[config.mk]
export PLATFORM = sky130hd
export DESIGN_NAME = mapper_hotspot_gen
export DESIGN_NICKNAME = d
export VERILOG_FILES = /design/src/rtl/mapper_hotspot_gen.sv
export SDC_FILE = /design/constraint.sdc
export NUM_CORES = 1
export LEC_CHECK = 0
export BUFFER_PORTS_ARGS = -buffer_cell sky130_fd_sc_hd__buf_4
export CORE_MARGIN = 2
export CORE_UTILIZATION = 40
export DETAILED_ROUTE_END_ITERATION = 8
export GPL_TIMING_DRIVEN = 0
export PLACE_DENSITY = 0.8
export SYNTH_ARGS = -nofsm -noshare
export SYNTH_HDL_FRONTEND = slang
export SYNTH_SLANG_ARGS = --single-unit
[constraint.sdc]
create_clock -name clk -period 2.6 [get_ports clk]
set_clock_uncertainty 0.2 [all_clocks]
set_input_delay 0.39 -clock clk [delete_from_list [all_inputs] [get_ports clk]]
set_output_delay 0.39 -clock clk [all_outputs]
set_load 0.01 [all_outputs]
[src/rtl/mapper_hotspot_gen.sv]
// Parametrised hotspot bankswitch mapper with optional Superchip-style cart RAM window.
// Define MAPPER_HOTSPOT_DEBOUNCE_EN to require SETTLE_CLKS stable clocks before acting.
module mapper_hotspot_gen #(
    parameter int unsigned NUM_BANKS    = 8,
    parameter logic [12:0] HOTSPOT_BASE = 13'h1FF4,
    parameter int unsigned RAM_BYTES    = 128,
    parameter int unsigned SETTLE_CLKS  = 3
) (
    input  logic        clk,
    input  logic        reset,
    input  logic        phi1,
    input  logic        sc,
    input  logic [12:0] a_in,
    input  logic [7:0]  d_in,
    input  logic [7:0]  rom_do,
    input  logic [7:0]  ram_do,
    output logic [7:0]  d_out,
    output logic [7:0]  oe,
    output logic [18:0] rom_a,
    output logic        rom_read,
    output logic [17:0] ram_a,
    output logic        ram_wr,
    output logic        ram_rd,
    output logic [7:0]  ram_wrdata,
    output logic [5:0]  bank
);

    localparam int unsigned BW    = $clog2(NUM_BANKS);
    localparam logic [13:0] HsLo  = 14'(HOTSPOT_BASE);
    localparam logic [13:0] HsHi  = 14'(32'(HOTSPOT_BASE) + NUM_BANKS - 1);
    localparam logic [13:0] WrLo  = 14'h1000;
    localparam logic [13:0] RdLo  = 14'(32'h1000 + RAM_BYTES);
    localparam logic [13:0] RdEnd = 14'(32'h1000 + 2 * RAM_BYTES);

    if (32'(HOTSPOT_BASE) + NUM_BANKS - 1 > 32'h1FFF) begin : g_chk_hs_top
        $fatal(1, "hotspot range runs past 13'h1FFF");
    end
    if (32'(HOTSPOT_BASE) < 32'h1000 + 2 * RAM_BYTES) begin : g_chk_hs_ram
        $fatal(1, "hotspot range overlaps the cart RAM windows");
    end
    if (NUM_BANKS < 2 || NUM_BANKS > 64 || (NUM_BANKS & (NUM_BANKS - 1)) != 0) begin : g_chk_nb
        $fatal(1, "NUM_BANKS must be a power of two in 2..64");
    end
    if (RAM_BYTES != 128 && RAM_BYTES != 256) begin : g_chk_ram
        $fatal(1, "RAM_BYTES must be 128 or 256");
    end
    if (SETTLE_CLKS < 1 || SETTLE_CLKS > 15) begin : g_chk_settle
        $fatal(1, "SETTLE_CLKS must be in 1..15");
    end

    typedef enum logic [1:0] {StIdle, StSettle, StAct, StDone} state_e;

    state_e          state_q, state_d;
    logic [12:0]     old_a_q;
    logic [BW-1:0]   bank_q, bank_d;
`ifdef MAPPER_HOTSPOT_DEBOUNCE_EN
    logic [3:0]      cnt_q, cnt_d;
`endif

    logic [13:0] a14;
    logic        a_chg, in_hs, in_wr, in_rd, wr_hit;

    assign a14    = {1'b0, a_in};
    assign a_chg  = (a_in != old_a_q);
    assign in_hs  = (a14 >= HsLo) && (a14 <= HsHi);
    assign in_wr  = (a14 >= WrLo) && (a14 < RdLo);
    assign in_rd  = (a14 >= RdLo) && (a14 < RdEnd);
    assign wr_hit = sc && in_wr;

    always_ff @(posedge clk or posedge reset) begin
        if (reset) begin
            old_a_q <= 13'd0;
            state_q <= StIdle;
            bank_q  <= BW'(NUM_BANKS - 1);
`ifdef MAPPER_HOTSPOT_DEBOUNCE_EN
            cnt_q   <= 4'd0;
`endif
        end else begin
            old_a_q <= a_in;
            state_q <= state_d;
            bank_q  <= bank_d;
`ifdef MAPPER_HOTSPOT_DEBOUNCE_EN
            cnt_q   <= cnt_d;
`endif
        end
    end

    // The bank is latched on the edge that enters ACT, while the settled address is still present.
    always_comb begin
        state_d = state_q;
        bank_d  = bank_q;
        ram_wr  = 1'b0;
`ifdef MAPPER_HOTSPOT_DEBOUNCE_EN
        cnt_d   = cnt_q;
`endif
        if (a_chg) begin
            state_d = StSettle;
`ifdef MAPPER_HOTSPOT_DEBOUNCE_EN
            cnt_d   = 4'd0;
`endif
        end else begin
            unique case (state_q)
                StIdle: state_d = StIdle;
                StSettle: begin
`ifdef MAPPER_HOTSPOT_DEBOUNCE_EN
                    if (cnt_q == 4'(SETTLE_CLKS - 1)) begin
                        state_d = StAct;
                        if (in_hs) bank_d = BW'(a14 - HsLo);
                    end else begin
                        cnt_d = cnt_q + 4'd1;
                    end
`else
                    state_d = StAct;
                    if (in_hs) bank_d = BW'(a14 - HsLo);
`endif
                end
                StAct: begin
                    if (wr_hit && phi1) begin
                        state_d = StAct;
                    end else begin
                        ram_wr  = wr_hit;
                        state_d = StDone;
                    end
                end
                StDone: state_d = StDone;
                default: state_d = StIdle;
            endcase
        end
    end

    assign bank       = 6'(bank_q);
    assign rom_a      = {1'b0, 6'(bank_q), a_in[11:0]};
    assign rom_read   = ~a_chg;
    assign ram_rd     = sc && in_rd && !a_chg && !phi1;
    assign ram_a      = 18'(a_in & 13'(RAM_BYTES - 1));
    assign ram_wrdata = d_in;
    assign oe         = !a_in[12] ? 8'h00 : (wr_hit ? 8'h00 : 8'hFF);
    assign d_out      = (sc && in_rd) ? ram_do : (a_in[12] ? rom_do : 8'h00);

endmodule

==> results.sh <==
export IMPL_max_stage_delay_ps=390
export IMPL_ioPinCount=111
export IMPL_viasPerCell=4.07
export IMPL_final_antenna_net_count=0
export IMPL_fmax_mhz=424
export IMPL_grt_usage=0.156
export IMPL_period_minus_slack_ps=2360
export IMPL_slew_viol_final=0
export IMPL_final_cell_area_um2=2120
export IMPL_crit_slowest_cell="dfrtp_1"
export IMPL_layout_drive_gt1_share=0.621
export IMPL_ff2ff_path_depth=5
export IMPL_fin_setup_tns_ps=0
export IMPL_hold_depth=1
export IMPL_die_h_um=61.6
export IMPL_hp_class="input port to flip-flop"
export IMPL_cts_num_sinks=18
export IMPL_p_leak_uw=0.00117
export IMPL_hpwl_mm=2.47
export IMPL_gp_congestion=0.708
export IMPL_ys_warn_count=0
export IMPL_relSlewSlack=0.558
export IMPL_rows=20
export IMPL_setup_violations=0
export IMPL_die_area_um2=3790
export IMPL_crit_buf_inv=1
export IMPL_placed_area_um2=2070
export IMPL_holdBufCountCts=1
export IMPL_hp_start="a_in[0]"
export IMPL_drt_iter0_markers=13
export IMPL_syn_inst=142
export IMPL_clk_latency_ps=300
export IMPL_tritoncts="done"
export IMPL_r2r_end="bank_q[1]"
export IMPL_antenna_found_initial=0
export IMPL_finalCritPeriodShare=0.906
export IMPL_r2r_start="old_a_q[12]"
export IMPL_arrival_ps=1770
export IMPL_grt_pass1_vias=1035
export IMPL_die_w_um=61.6
export IMPL_fp_coreArea_um2=3100
export IMPL_path_cells="xnor2_1 -> nand4_1 -> nor4_4 -> nand2_1 -> nor3_1 -> buf_4"
export IMPL_holdPathEnd="old_a_q[0]"
export IMPL_diodes=0
export IMPL_cts_resized=0
export IMPL_cts_buffers=3
export IMPL_ys_types=25
export IMPL_whs_ps=34.5
export IMPL_firstDrtPassIters=3
export IMPL_end_kind="output port"
export IMPL_rsz0062_at_grt="no"
export IMPL_wl_mm=2.97
export IMPL_cap_viol_max_count=0
export IMPL_path_clk_slew_ps=100
export IMPL_crit_family="simple AND/OR/NAND/NOR gates"
export IMPL_final_core_util=0.683
export IMPL_htree_levels=1
export IMPL_ys_ff_latch=18
export IMPL_io_buffers=84
export IMPL_cp_max_fo=5
export IMPL_worstSetupPathType="flip-flop to output port"
export IMPL_p_per_area_nw_per_um2=333
export IMPL_tightest_slew_ps=662
export IMPL_wl_per_cell_um=10.2
export IMPL_avgSynthCellArea_um2=9.33
export IMPL_final_nets=290
export IMPL_worst_ir_drop_vdd_uv=166
export IMPL_timing_final_hold_violations=0
export IMPL_start_kind="flip-flop"
export IMPL_rrSetupSlack_ps=950
export IMPL_start_util=0.427
export IMPL_final_cell_mix="139 x buf_4, 18 x conb_1, 15 x dfrtp_1"
export IMPL_clock_root_buffer="clkbuf_4"
export IMPL_route_detailed_drc=0
export IMPL_dp_cells=287
export IMPL_syn_area_um2=1330
export IMPL_yosysSeqAreaShare=0.343
export IMPL_status="completed"
export IMPL_final_cells=292
export IMPL_crit_required_ps=2010
export IMPL_vias=1187
export IMPL_layout_commonest_cell="buf_4"
export IMPL_cts_setup_buffers=0
export IMPL_overflow=0
export IMPL_area_growth_pct=60.1
export IMPL_clockBufferDepth=2
export IMPL_grt_max_degree=19
export IMPL_grt_pass1_wl_mm=4.35
export IMPL_fill_cells=269
[layer usage]
metal  track usage  vias up  share of wire
li1              -      595              -
met1         0.191      516           0.40
met2         0.259       73           0.49
met3        0.0420        3           0.11
met4        0.0638        0          0.012
met5             0        -              0
[stage by stage]
| stage | total power [uW] | setup slack, ps |
|---|---|---|
| floorplan | 430 | 655 |
| global placement | 539 | 304 |
| detailed placement | 542 | 290 |
| CTS | 714 | 241 |
| global route | 751 | 86.3 |
| finish | 707 | 244 |
[kinds of logic after synthesis]
| family | count (synthesis) | share of synthesized area |
|---|---|---|
| buf+inv | 68 | 0.349 |
| simple gates | 28 | 0.146 |
| flops | 18 | 0.343 |
| xor+xnor | 14 | 0.0925 |
| compound gates | 10 | 0.0416 |
| mux | 3 | 0.0246 |
| other cells | 1 | 0.00283 |
[area by class of cell]
class                   count  area (um2)  share of cell area
inverters                  11        41.3              0.0195
plain buffers              57         422               0.199
repair buffers             85         641               0.302
flip-flops and latches     18         454               0.214
clock buffers               4        36.3              0.0171
well taps                  44        55.1              0.0260
multi-input cells          73         472               0.222
[power breakdown]
part	switching (uW)	internal [uW]	leakage, uW
Combinational	101	142	0.000944
Sequential	4.29	290	0.000205
Clock	84.7	85.5	0.0000210
[sequential cells by signal, indices dropped and copies added (netlist names)]
name,flops
old_a_q,13
bank_q,3
state_q,2
[how the worst max path moves through the flow]
stage / from / end / slack, ps / depth (start not counted)
floorplan: a_in[8] / ram_wr / 650 / 5
global placement: a_in[8] / d_out[1] / 300 / 7
detailed placement: a_in[8] / d_out[1] / 290 / 7
CTS: old_a_q[7] / ram_wr / 240 / 6
global route: old_a_q[1] / ram_wr / 90 / 6
finish: old_a_q[5] / ram_wr / 240 / 6
[cells in the mapped netlist, drive strengths merged]
| cell | number | share of area |
|---|---|---|
| a21o | 1 | 0.0057 |
| buf | 56 | 0.32 |
| clkbuf | 1 | 0.0028 |
| conb | 1 | 0.0028 |
| dfrtp | 15 | 0.28 |
| dfstp | 3 | 0.059 |
| inv | 11 | 0.031 |
| mux2 | 2 | 0.017 |
| mux2i | 1 | 0.0076 |
| nand2 | 3 | 0.0085 |
| nand3 | 10 | 0.042 |
| nand4 | 5 | 0.028 |
| nand4b | 1 | 0.0066 |
| nor2 | 2 | 0.0057 |
| nor3 | 5 | 0.030 |
| nor4 | 2 | 0.025 |
| o21a | 1 | 0.0057 |
| o21ai | 8 | 0.030 |
| xnor2 | 8 | 0.053 |
| xor2 | 6 | 0.040 |
Power figures use the tool's default switching activity.
